## src/rtl/gate_sweep_ctrl_pkg.sv

```systemverilog
// Shared definitions for the gate sweep sequencer: FSM state encodings and
// the golden reference function that the gate pair is judged against.
package gate_sweep_ctrl_pkg;

  localparam logic [1:0] S_IDLE  = 2'd0;
  localparam logic [1:0] S_APPLY = 2'd1;
  localparam logic [1:0] S_CHECK = 2'd2;
  localparam logic [1:0] S_DONE  = 2'd3;

  localparam int unsigned MAX_N_IN = 16;

  // Golden NAND over the low n bits of v.
  function automatic logic golden_nand(input logic [MAX_N_IN-1:0] v,
                                       input int unsigned n);
    logic all_ones;
    all_ones = 1'b1;
    for (int unsigned i = 0; i < MAX_N_IN; i++) begin
      if (i < n) all_ones = all_ones & v[i];
    end
    return ~all_ones;
  endfunction

endpackage

```

## src/rtl/gate_sweep_ctrl_settle_timer.sv

```systemverilog
// Loadable down-counter that measures how long a vector has been held.
// expired is high once the count has run down to zero.
module settle_timer #(
  parameter int unsigned SETTLE = 1
) (
  input  logic clk,
  input  logic reset,
  input  logic load,
  output logic expired
);

  localparam int unsigned W = (SETTLE > 1) ? $clog2(SETTLE) : 1;
  localparam logic [W-1:0] LOAD_VAL = W'(SETTLE - 1);
  localparam logic [W-1:0] ONE      = W'(1);

  logic [W-1:0] count;

  // NOTE: sequential state uses non-blocking assignments so every flop
  // samples the pre-edge values, independent of block evaluation order.
  always_ff @(posedge clk) begin
    if (reset) begin
      count <= '0;
    end else if (load) begin
      count <= LOAD_VAL;
    end else if (count != '0) begin
      count <= count - ONE;
    end
  end

  assign expired = (count == '0);

endmodule

```

## src/rtl/gate_sweep_ctrl.sv

```systemverilog
// Exhaustive sweep sequencer: drives every input vector into a gate pair,
// compares both implementations with the golden NAND and reports the result.
module gate_sweep_ctrl
  import gate_sweep_ctrl_pkg::*;
#(
  parameter int unsigned N_IN   = 2,
  parameter int unsigned SETTLE = 1
) (
  input  logic            clk,
  input  logic            reset,
  input  logic            start,
  input  logic            abort,
  input  logic            a_in,
  input  logic            b_in,
  output logic [N_IN-1:0] vec,
  output logic            busy,
  output logic            done,
  output logic            pass,
  output logic [N_IN:0]   err_cnt,
  output logic [N_IN-1:0] first_err_vec,
  output logic            first_err_vld
);

  localparam logic [N_IN-1:0] VEC_MAX = '1;
  localparam logic [N_IN-1:0] VEC_ONE = N_IN'(1);
  localparam logic [N_IN:0]   ERR_ONE = (N_IN + 1)'(1);

  logic [1:0] state;
  logic       expired;
  logic       timer_load;
  logic       fail;

  assign busy = (state == S_APPLY) || (state == S_CHECK);
  assign fail = (a_in != b_in) || (a_in != golden_nand(MAX_N_IN'(vec), N_IN));

  // Timer restarts whenever a fresh vector begins its hold period.
  assign timer_load = !abort &&
                      (((state == S_IDLE) && start) ||
                       ((state == S_CHECK) && (vec != VEC_MAX)));

  settle_timer #(.SETTLE(SETTLE)) u_settle_timer (
    .clk     (clk),
    .reset   (reset),
    .load    (timer_load),
    .expired (expired)
  );

  always_ff @(posedge clk) begin
    if (reset) begin
      state         <= S_IDLE;
      vec           <= '0;
      done          <= 1'b0;
      pass          <= 1'b0;
      err_cnt       <= '0;
      first_err_vec <= '0;
      first_err_vld <= 1'b0;
    end else begin
      done <= 1'b0;
      if (abort && (state != S_IDLE)) begin
        // Abort keeps the partial error record but drops the verdict.
        state <= S_IDLE;
        vec   <= '0;
        pass  <= 1'b0;
      end else begin
        case (state)
          S_IDLE: begin
            if (start && !abort) begin
              state         <= S_APPLY;
              vec           <= '0;
              err_cnt       <= '0;
              first_err_vld <= 1'b0;
              pass          <= 1'b0;
            end
          end
          S_APPLY: begin
            if (expired) state <= S_CHECK;
          end
          S_CHECK: begin
            if (fail) begin
              err_cnt <= err_cnt + ERR_ONE;
              if (!first_err_vld) begin
                first_err_vec <= vec;
                first_err_vld <= 1'b1;
              end
            end
            if (vec == VEC_MAX) begin
              state <= S_DONE;
              pass  <= (err_cnt == '0) && !fail;
            end else begin
              state <= S_APPLY;
              vec   <= vec + VEC_ONE;
            end
          end
          default: begin
            state <= S_IDLE;
            done  <= 1'b1;
          end
        endcase
      end
    end
  end

endmodule

```

## config.mk

```make
export PLATFORM = sky130hd
export DESIGN_NAME = gate_sweep_ctrl
export DESIGN_NICKNAME = d
export VERILOG_FILES = /design/src/rtl/gate_sweep_ctrl_pkg.sv /design/src/rtl/gate_sweep_ctrl_settle_timer.sv /design/src/rtl/gate_sweep_ctrl.sv
export SDC_FILE = /design/constraint.sdc
export NUM_CORES = 1
export LEC_CHECK = 0
export ABC_AREA = 1
export CORE_MARGIN = 5
export CORE_UTILIZATION = 43
export DETAILED_ROUTE_END_ITERATION = 8
export PLACE_DENSITY_LB_ADDON = 0.12
export SLEW_MARGIN = 10
export SYNTH_ARGS = -nofsm -noshare
export SYNTH_HDL_FRONTEND = slang
export SYNTH_SLANG_ARGS = --single-unit
```

## constraint.sdc

```tcl
create_clock -name clk -period 1.36 [get_ports clk]
set_input_delay 0.408 -clock clk [delete_from_list [all_inputs] [get_ports clk]]
set_output_delay 0.408 -clock clk [all_outputs]
set_load 0.02 [all_outputs]
```

==> results of run 1 <==
-- worst register-to-register path, delay by kind of cell, from the launching register on --
kind	cells	cell delay [ns]
AOI/OAI and AO/OA	1	0.12
buffers and inverters	2	0.16
adders and majority gates	1	0.17
DFF	1	0.34
and+or+nand+nor	5	0.58
-- layout by cell type (no fill, tap or decap), types with 3 or more instances in the layout --
| cell | synthesis | routed |
|---|---|---|
| sky130_fd_sc_hd__a21oi_1 | 10 | 5 |
| sky130_fd_sc_hd__a21oi_2 | 0 | 5 |
| sky130_fd_sc_hd__buf_4 | 0 | 14 |
| sky130_fd_sc_hd__clkbuf_2 | 0 | 7 |
| sky130_fd_sc_hd__clkbuf_4 | 0 | 3 |
| sky130_fd_sc_hd__clkdlybuf4s50_1 | 0 | 4 |
| sky130_fd_sc_hd__dfxtp_1 | 13 | 9 |
| sky130_fd_sc_hd__dfxtp_2 | 0 | 4 |
| sky130_fd_sc_hd__ha_1 | 8 | 6 |
| sky130_fd_sc_hd__inv_1 | 13 | 11 |
| sky130_fd_sc_hd__inv_2 | 4 | 5 |
| sky130_fd_sc_hd__nand2_1 | 23 | 16 |
| sky130_fd_sc_hd__nand2_2 | 0 | 6 |
| sky130_fd_sc_hd__nand3_1 | 8 | 6 |
| sky130_fd_sc_hd__nor2_1 | 10 | 8 |
| sky130_fd_sc_hd__o21ai_1 | 2 | 3 |
-- metal layers --
| layer | part of all wire, % | routed length, µm | track usage (%) | vias to the layer above |
|---|---|---|---|---|
| met5 | 0 | 0 | 0 | - |
| met4 | 1.4 | 25 | 6.55 | 0 |
| met3 | 4.9 | 90 | 4.30 | 4 |
| met2 | 49 | 891 | 23.6 | 19 |
| met1 | 45 | 826 | 18.6 | 348 |
| li1 | - | - | - | 391 |
-- cell type report --
type	instances	area, µm²	share of cell area (%)
Clock buffer	4	26.3	2.24
Inverter	17	66.3	5.66
Multi-Input combinational cell	73	542	46.3
Sequential cell	13	265	22.6
Tap cell	25	31.3	2.67
Timing Repair Buffer	31	240	20.5
-- metrics by stage --
| stage | total power, mW | utilization (%) | std cells | hold slack (ns) | setup WS (ns) |
|---|---|---|---|---|---|
| 3_5_place_dp | 1.71 | 62.1 | 158 | 0.455 | -0.288 |
| 3_3_place_gp | 1.68 | 62.1 | 158 | 0.446 | -0.264 |
| 4_1_cts | 1.98 | 64.7 | 163 | 0.468 | -0.140 |
| 6_report | 2.28 | 68.6 | 163 | 0.464 | -0.0784 |
| 2_1_floorplan | 1.28 | - | 103 | 0.477 | 0.0117 |
| 5_1_grt | 2.48 | 68.6 | 163 | 0.497 | -0.125 |
-- flip-flops by register name, indices dropped and copies added, names as in the netlist --
register              count
pass                      1
u_settle_timer.count      1
done                      1
err_cnt                   3
first_err_vld             1
state                     2
first_err_vec             2
vec                       2
-- timing repair --
| item | in CTS | in global routing |
|---|---|---|
| endpoints found under the setup margin | 19 | 19 |
| pin swaps | 5 | 8 |
| setup buffers | 1 | 0 |
| resized for setup | 27 | 38 |
-- power by group through the flow --
| stage | clock, mW | sequential [mW] | combinational (mW) |
|---|---|---|---|
| 6_report | 0.250 | 0.487 | 1.54 |
| 3_5_place_dp | 0 | 0.488 | 1.22 |
| 4_1_cts | 0.257 | 0.482 | 1.24 |
| 5_1_grt | 0.278 | 0.499 | 1.70 |
| 2_1_floorplan | 0 | 0.563 | 0.719 |
| 3_3_place_gp | 0 | 0.485 | 1.20 |
-- cells by family after synthesis --
group           synth area share [%]
simple gates                    33.1
buf+inv                         8.43
compound gates                  9.26
flops                           34.4
fa+ha+maj                       13.2
xor+xnor                        1.16
other cells                    0.495
-- worst min path at each step --
stage / startpoint / endpoint / slack [ns] / cells past startpoint
2_1_floorplan: reset / err_cnt[0] / 0.48 / 1
3_3_place_gp: first_err_vec[0] / first_err_vec[0] / 0.45 / 2
3_5_place_dp: first_err_vec[1] / first_err_vec[1] / 0.45 / 2
4_1_cts: first_err_vec[0] / first_err_vec[0] / 0.47 / 2
5_1_grt: first_err_vec[0] / first_err_vec[0] / 0.50 / 2
6_report: first_err_vec[0] / first_err_vec[0] / 0.46 / 2
==> key figures, run 1 <==
Placement
  • Number of buffers inserted by port buffering: 16
  • Instance area after placement: 1060 µm²
  • Detailed placer's ending HPWL: 1.27 mm
  • Global placer's final weighted congestion: 0.823

CTS
  • Worst-case clock buffer depth: 2
  • CTS tree: built
  • Clock-pin transition on the worst setup and hold timing paths: 0.09 ns
  • H-tree Lvls: 1
  • Cts bufs inserted: 3
  • Clk Latency, worst-skew pair: 0.28 ns
  • Clk Tree Root Cell: sky130_fd_sc_hd__clkbuf_4
  • Total of hold buffers inserted after clock tree synthesis: 0
  • Clock sinks: 13

Synthesis
  • Number of register bits inferred by synthesis: 13
  • Yosys warning count: 0
  • Summed instance area of the synthesized netlist: 757 µm²
  • Part of the Yosys area used for sequential elements: 34.4%
  • Gate Count Post-Synth: 103
  • Leading register cell type out of synthesis: sky130_fd_sc_hd__dfxtp_1
  • Distinct cell type count of the synthesized netlist: 19
  • Net count after synthesis: 117
  • Top-count cell post-synth: sky130_fd_sc_hd__nand2_1
  • Number of enable flip-flop cells after synthesis: 0
  • Share of Yosys cell area claimed by the top area cell type: 34.4%
  • Most instantiated cells after synthesis: sky130_fd_sc_hd__nand2_1, sky130_fd_sc_hd__dfxtp_1, sky130_fd_sc_hd__inv_1, sky130_fd_sc_hd__a21oi_1, sky130_fd_sc_hd__nor2_1
  • Yosys top cell by area: sky130_fd_sc_hd__dfxtp_1
  • Fraction of registers with async set or reset after synthesis: 0%
  • Post-synthesis area per instance: 7.35 µm²
  • Leading cell types by total area after synthesis: sky130_fd_sc_hd__dfxtp_1, sky130_fd_sc_hd__ha_1, sky130_fd_sc_hd__nand2_1

Critical path
  • Worst setup path startpoint: state[0]
  • Slowest cell on crit path: sky130_fd_sc_hd__dfxtp_2
  • Series of cell instances along the critical path: inv_2 > ha_4 > buf_6
  • Critical path arrival: 1.03 ns
  • Worst R2R End: first_err_vld
  • CP Max Fanout: 2
  • Depth of the critical timing path with buffers and inverters included: 3
  • CP Capture Point: busy
  • Largest delay contributor family on the critical path: flip-flops
  • Type of the worst setup path: flip-flop to output pin
  • Nature of the critical path endpoint: output pin
  • Buf+Inv Stages, Crit Path: 2
  • Launch instance of the worst register-to-register path: state[0]
  • Startpoint type of the worst setup path: flip-flop
  • Reg2Reg Depth: 9
  • Required time at the endpoint of the critical path: 0.95 ns
  • CP max stage delay: 0.34 ns
  • Setup slack of the most critical reg-to-reg path: -0.07 ns

Routing
  • Antenna viol nets, final: 0
  • Average wire length per cell after detail routing: 11.3 µm
  • Average via count per standard cell: 4.67
  • Vias after detailed routing: 762
  • DRC violation count after routing: 0
  • Detailed Route Iter0 Violations: 9
  • First drt pass iteration count: 4
  • Final WL: 1.83 mm

Pwr
  • Internal cell power: 1.24 mW
  • Clock group share of total power: 11.0%
  • Net switching share of the total power: 45.5%
  • Power density cells: 1950 nW/µm²
  • Sw power: 1.04 mW
  • Worst IR drop on VDD: 0.00114 V
  • Comb power frac: 67.7%
  • Leakage component of the power: 0.537 nW
  • Sequential share of power: 21.4%

STA
  • Share of the clock period used by the worst path: 106%
  • Highest clock rate: 695 MHz
  • Final-layout setup total negative slack: -0.272 ns
  • Max-slew violations: 0
  • Post-layout worst setup margin: -0.0784 ns
  • Worst-case clock skew: 0.00298 ns
  • Final min period: 1.44 ns
  • Setup repair after global routing missed its margin: true
  • Count of final setup violators: 7
  • Final hold violation count: 0

Floorplan
  • Chip height: 52.0 µm
  • Starting density of the core: 44.3%
  • Die Wd: 52.0 µm
  • Overall die area: 2700 µm²
  • Standard cell core area: 1710 µm²
  • Cell row count: 15
  • I/O pin count: 17

Hold path
  • Hold Crit Class: flip-flop to flip-flop

Global routing
  • Initial antenna violation count: 0
  • Global-route wire length before repair: 3.03 mm
  • Maximum number of pins on one net before global-route repair: 8
  • Total GRT Usage: 14.9%
  • Final global-route overflow total: 0
  • Vias in the first global route: 736

Cells and area
  • Nets: 153
  • Ant. Diodes: 0
  • Area delta synth->final: 54.7%
  • Layout cell share with drive strength beyond 1: 45.7%
  • # fillers: 138
  • Finished layout cell area: 1170 µm²

Run status
  • Run status: complete, but fails checks
  • Violations in the final reports: negative setup slack

Flow run
  • Number of max-cap violations: 0
Note: power is estimated with default switching activity, not from simulation.
==> run 2: changes to the inputs <==
CORE_MARGIN = 3   (was 5)
==> run 2 against run 1 <==
The run still ends with negative setup slack left. Register-to-register slack got worse by 0.07 ns. Via count increased by 2.6%. Largest power group unchanged. Clock-buffer cell count unchanged. Cell count decreased by 4.9%. Fmax decreased by 4.0%.
==> key figures, run 2 (synthesis results as in run 1) <==
Pwr
  • Worst IR drop on VDD: 0.00118 V (+3.6%)
  • Power density cells: 2040 nW/µm² (+4.8%)
  • Leakage component of the power: 0.537 nW (about the same)
  • Final Total Pwr: 2.45 mW (+7.5%)

Global routing
  • Maximum number of pins on one net before global-route repair: 8 (unchanged)
  • Initial antenna violation count: 0 (unchanged)
  • Global-route wire length before repair: 2.82 mm (-7.1%)
  • Final global-route overflow total: 0 (unchanged)
  • Vias in the first global route: 661 (-10%)
  • Total GRT Usage: 17.8% (+2.9 points)

Routing
  • DRC violation count after routing: 0 (unchanged)
  • Average via count per standard cell: 5.05 (+7.9%)
  • Final WL: 2.02 mm (+9.9%)
  • Vias after detailed routing: 782 (+2.6%)
  • Antenna viol nets, final: 0 (unchanged)
  • Detailed Route Iter0 Violations: 12 (+3)
  • First drt pass iteration count: 4 (unchanged)
  • Average wire length per cell after detail routing: 13.0 µm (+16%)

CTS
  • Clk Latency, worst-skew pair: 0.29 ns (about the same)
  • Clk Tree Root Cell: sky130_fd_sc_hd__clkbuf_4
  • Worst-case clock buffer depth: 2 (unchanged)
  • Clock-pin transition on the worst setup and hold timing paths: 0.09 ns (about the same)
  • H-tree Lvls: 1 (unchanged)
  • Clock sinks: 13 (unchanged)
  • CTS tree: built
  • Cts bufs inserted: 3 (unchanged)

Floorplan
  • I/O pin count: 17 (unchanged)
  • Starting density of the core: 48.0% (+3.7 points)
  • Cell row count: 14 (-1)
  • Die Wd: 48.0 µm (-7.7%)
  • Chip height: 48.0 µm (-7.7%)
  • Overall die area: 2300 µm² (-15%)
  • Standard cell core area: 1580 µm² (-7.7%)

Critical path
  • Critical path arrival: 1.72 ns (+0.69 ns)
  • Required time at the endpoint of the critical path: 1.58 ns (+0.63 ns)
  • Worst R2R End: pass
  • CP Max Fanout: 4 (+2)
  • Setup slack of the most critical reg-to-reg path: -0.14 ns (-0.07 ns)
  • Launch instance of the worst register-to-register path: state[0]
  • Nature of the critical path endpoint: flip-flop
  • Reg2Reg Depth: 10 (+1)
  • Startpoint type of the worst setup path: flip-flop
  • Type of the worst setup path: flip-flop to flip-flop

Placement
  • Detailed placer's ending HPWL: 1.30 mm (+2.0%)
  • Number of buffers inserted by port buffering: 16 (unchanged)
  • Global placer's final weighted congestion: 0.787 (-4.5%)
  • Placement-stage worst setup slack: -0.292 ns (-0.00439 ns)

Cells and area
  • Top reg by flops: err_cnt
  • Final design utilization: 76.3% (+7.7 points)
  • Area delta synth->final: 58.8%
  • Layout cell share with drive strength beyond 1: 45.3% (-0.33 points)
  • Most used cells in the layout excluding fill and tap cells: sky130_fd_sc_hd__nand2_1, sky130_fd_sc_hd__buf_4, sky130_fd_sc_hd__inv_1
  • Number of flip-flops in the largest register: 3 (unchanged)
  • Commonest non-fill, non-tap cell in the layout: sky130_fd_sc_hd__nand2_1
  • Nets: 154 (+0.65%)
  • Ant. Diodes: 0 (unchanged)

STA
  • Count of final setup violators: 9 (+2)
  • Final-layout setup total negative slack: -0.554 ns (-0.282 ns)
  • Setup repair after global routing missed its margin: true
  • Post-layout worst setup margin: -0.138 ns (-0.0599 ns)
  • Final min period: 1.50 ns (+0.0599 ns)
  • Final hold violation count: 0 (unchanged)
  • Highest clock rate: 667 MHz (-4.0%)
  • Worst hold slack: 0.472 ns (+0.00757 ns)
  • Worst-case clock skew: 0.00558 ns (+0.00259 ns)
  • Share of the clock period used by the worst path: 110% (+4.4 points)
  • Max-slew violations: 0 (unchanged)

Hold path
  • Startpoint of the tightest hold check path: first_err_vec[1]
  • Hold Crit Class: flip-flop to flip-flop
  • Endpoint, Worst Hold: first_err_vec[1]
  • Worst Hold Path Cells: 2 (unchanged)

Run status
  • Violations in the final reports: negative setup slack
  • Run status: complete, but fails checks

Flow run
  • Number of max-cap violations: 0 (unchanged)
## run 2: cell count changes in the layout (fill, tap and decap cells not counted), sizes merged
cell,before,now
dlygate4sd2,1,0
clkbuf,11,9
clkdlybuf4s15,1,5
## run 2: critical path, stage by stage, from the launching register on
cell and delay (ns):
sky130_fd_sc_hd__dfxtp_2 0.35, sky130_fd_sc_hd__inv_2 0.06, sky130_fd_sc_hd__buf_6 0.11, sky130_fd_sc_hd__ha_4 0.17
sky130_fd_sc_hd__buf_12 0.13, sky130_fd_sc_hd__inv_6 0.06, sky130_fd_sc_hd__nor2_2 0.04, sky130_fd_sc_hd__buf_4 0.13
sky130_fd_sc_hd__nor2_2 0.10, sky130_fd_sc_hd__nand3_1 0.09, sky130_fd_sc_hd__a21oi_1 0.18
## run 2: worst max path at each step
stage                     slack [ns]      from  cells past startpoint             to
after floorplan                 0.01  state[1]                      7     err_cnt[1]
after global placement         -0.26  state[1]                      3           busy
after detailed placement       -0.29      b_in                      7  first_err_vld
after CTS                      -0.15  state[1]                      3           busy
after global routing           -0.15  state[0]                     10           pass
final                          -0.14  state[0]                     10           pass
## run 2: metrics by stage
stage	area (µm²)	std cells
after floorplan	763	103
after global placement	1050	149
after detailed placement	1050	149
after CTS	1110	153
after global routing	1200	155
final	1200	155
## run 2: area by class of cell
| type | instances | area (µm²) |
|---|---|---|
| tap | 16 | 20.0 |
| multi-input combinational | 73 | 542 |
| sequential | 13 | 265 |
| inverter | 17 | 71.3 |
| timing repair buffer | 32 | 278 |
| clock buffer | 4 | 26.3 |
| fill | 116 | 374 |
## run 2: layer usage
| metal | global-route usage, % | share of wire (%) | vias to the layer above |
|---|---|---|---|
| met5 | 0 | 0 | - |
| met2 | 26.6 | 46 | 35 |
| met4 | 8.06 | 4.8 | 0 |
| li1 | - | - | 397 |
| met1 | 23.6 | 43 | 339 |
| met3 | 4.89 | 6.5 | 11 |
## run 2: repair_timing
item                       4_1_cts  5_1_grt
buffers inserted                 0        2
pin swaps                        1       14
setup endpoints to repair       19       17
resized for setup               35       31
cloned                           0        0
hold buffers                     0        0
## run 2: power breakdown
part | internal (mW) | total (mW) | switching (mW)
registers | 0.453 | 0.494 | 0.0415
logic | 0.762 | 1.69 | 0.931
clock network | 0.114 | 0.264 | 0.150
total | 1.33 | 2.45 | 1.12
==> run 3: changes to the inputs <==
CORE_ASPECT_RATIO = 1.2   (was default)
RECOVER_POWER = 50   (was default)
==> run 3 against run 2 <==
The run still ends with negative setup slack left. Worst hold slack got worse by 0.0027 ns. Critical path depth decreased by 7. Clock-buffer cell count unchanged. Combinational power decreased by 12%. Power decreased by 9.4%. Largest power group unchanged.
==> key figures, run 3 (synthesis results as in run 1) <==
Routing
  • Average via count per standard cell: 4.84 (-4.0%)
  • Final WL: 1.75 mm (-13%)
  • First drt pass iteration count: 4 (unchanged)
  • DRC violation count after routing: 0 (unchanged)
  • Average wire length per cell after detail routing: 11.4 µm (-12%)
  • Vias after detailed routing: 746 (-4.6%)
  • Antenna viol nets, final: 0 (unchanged)
  • Detailed Route Iter0 Violations: 12 (unchanged)

Run status
  • Violations in the final reports: negative setup slack
  • Run status: complete, but fails checks

Cells and area
  • Nets: 151 (-1.9%)
  • # fillers: 139 (+20%)
  • Cell Count, Final, Fillers Out: 154 (-0.65%)
  • Most used cells in the layout excluding fill and tap cells: sky130_fd_sc_hd__nand2_1, sky130_fd_sc_hd__buf_4, sky130_fd_sc_hd__inv_1
  • Top reg by flops: err_cnt
  • Layout cell share with drive strength beyond 1: 43.4% (-1.9 points)
  • Finished layout cell area: 1180 µm² (-2.0%)
  • Commonest non-fill, non-tap cell in the layout: sky130_fd_sc_hd__nand2_1
  • Area delta synth->final: 55.7%
  • Register area: 270 µm² (+1.9%)
  • Ant. Diodes: 0 (unchanged)
  • Multi-input gate area in the final layout: 559 µm² (+3.2%)
  • Number of flip-flops in the largest register: 3 (unchanged)

Pwr
  • Final Total Pwr: 2.22 mW (-9.4%)
  • Leakage component of the power: 0.496 nW (-7.6%)
  • Worst IR drop on VDD: 0.00110 V (-6.8%)
  • Power density cells: 1890 nW/µm² (-7.5%)

Placement
  • Global placer's final weighted congestion: 0.852 (+8.3%)
  • Number of buffers inserted by port buffering: 16 (unchanged)
  • Placement-stage worst setup slack: -0.300 ns (-0.00725 ns)
  • Detailed placer's ending HPWL: 1.29 mm (-0.77%)
  • Number of instances in the placed design: 149 (unchanged)
  • Instance area after placement: 1040 µm² (-1.2%)

Critical path
  • Reg2Reg Depth: 9 (-1)
  • CP Max Fanout: 2 (-2)
  • Critical path arrival: 1.02 ns (-0.70 ns)
  • Required time at the endpoint of the critical path: 0.95 ns (-0.63 ns)
  • Nature of the critical path endpoint: output pin
  • Slowest cell on crit path: sky130_fd_sc_hd__dfxtp_2
  • Setup slack of the most critical reg-to-reg path: -0.03 ns (+0.11 ns)
  • Series of cell instances along the critical path: inv_2 > ha_4 > buf_6
  • Startpoint type of the worst setup path: flip-flop
  • Type of the worst setup path: flip-flop to output pin
  • CP max stage delay: 0.34 ns (about the same)

CTS
  • Clock-pin transition on the worst setup and hold timing paths: 0.08 ns (about the same)
  • Total of hold buffers inserted after clock tree synthesis: 0 (unchanged)
  • CTS tree: built
  • Worst-case clock buffer depth: 2 (unchanged)
  • Clk Latency, worst-skew pair: 0.28 ns (about the same)
  • Clk Tree Root Cell: sky130_fd_sc_hd__clkbuf_4
  • Cts bufs inserted: 3 (unchanged)
  • H-tree Lvls: 1 (unchanged)
  • Clock sinks: 13 (unchanged)

Floorplan
  • Overall die area: 2300 µm² (about the same)
  • Cell row count: 16 (+2)
  • Chip height: 52.0 µm (+8.4%)
  • Standard cell core area: 1640 µm² (+4.1%)
  • Die Wd: 44.3 µm (-7.6%)
  • I/O pin count: 17 (unchanged)
  • Starting density of the core: 46.1% (-1.9 points)

Global routing
  • Initial antenna violation count: 0 (unchanged)
  • Global-route wire length before repair: 2.77 mm (-1.5%)
  • Vias in the first global route: 701 (+6.1%)
  • Total GRT Usage: 16.4% (-1.4 points)
  • Final global-route overflow total: 0 (unchanged)
  • Maximum number of pins on one net before global-route repair: 8 (unchanged)

STA
  • Count of final setup violators: 5 (-4)
  • Setup repair after global routing missed its margin: true
  • Worst hold slack: 0.469 ns (-0.00274 ns)
  • Share of the clock period used by the worst path: 105% (-5.1 points)
  • Worst-case clock skew: 0.000877 ns (-0.00470 ns)
  • Highest clock rate: 700 MHz (+4.9%)
  • Final min period: 1.43 ns (-0.0697 ns)
  • Post-layout worst setup margin: -0.0686 ns (+0.0697 ns)
  • Max-slew violations: 0 (unchanged)
  • Final hold violation count: 0 (unchanged)

Hold path
  • Worst Hold Path Cells: 2 (unchanged)
  • Hold Crit Class: flip-flop to flip-flop

Flow run
  • Number of max-cap violations: 0 (unchanged)
-- run 3: cell count changes in the layout (fill, tap and decap cells not counted), moves of 2 or more --
cell | before | now
sky130_fd_sc_hd__a21oi_1 | 6 | 1
sky130_fd_sc_hd__a21oi_2 | 4 | 9
sky130_fd_sc_hd__clkbuf_1 | 1 | 3
sky130_fd_sc_hd__clkbuf_2 | 5 | 2
sky130_fd_sc_hd__clkdlybuf4s15_1 | 3 | 6
sky130_fd_sc_hd__clkdlybuf4s15_2 | 2 | 0
sky130_fd_sc_hd__dfxtp_2 | 4 | 2
sky130_fd_sc_hd__dfxtp_4 | 0 | 2
sky130_fd_sc_hd__o21ai_1 | 2 | 4
-- run 3: area by class of cell --
class                           instances  area share (%)
Clock buffer                            4            2.23
Inverter                               17            5.41
Multi-Input combinational cell         73            47.5
Sequential cell                        13            22.9
Tap cell                               18            1.91
Timing Repair Buffer                   29            20.1
-- run 3: path summary, 6_finish.rpt --
path	start	endpoint
max reg2reg	state[0]	first_err_vld
max	state[1]	busy
min reg2reg	first_err_vec[0]	first_err_vec[0]
min	first_err_vec[0]	first_err_vec[0]
-- run 3: power by group --
part / total (mW) / switching [mW] / internal, mW
sequential: 0.492 / 0.0399 / 0.452
combinational: 1.49 / 0.842 / 0.644
clock: 0.244 / 0.130 / 0.114
-- run 3: repair_timing --
action,CTS,global route
buffers inserted,1,0
setup endpoints to repair,21,19
resized for setup,32,34
pin swaps,6,5
-- run 3: through the flow --
step           setup TNS, ns  utilization, %
2_1_floorplan              0               -
3_3_place_gp           -2.88            63.1
3_5_place_dp           -3.17            63.1
4_1_cts               -0.208            66.8
5_1_grt               -0.643            71.8
6_report              -0.122            71.8
-- run 3: critical path, delay by kind of cell (launching register included) --
kind / cells / cell delay, ns
flip-flops: 1 / 0.34
adder cells (fa/ha/maj): 1 / 0.25
buffers and inverters: 2 / 0.15
-- run 3: routing by layer --
layer / vias to the layer above / wire [µm] / GRT usage (%)
li1: 392 / - / -
met1: 328 / 712 / 18.2
met2: 17 / 887 / 27.4
met3: 9 / 86 / 3.81
met4: 0 / 67 / 10.6
met5: - / 0 / 0
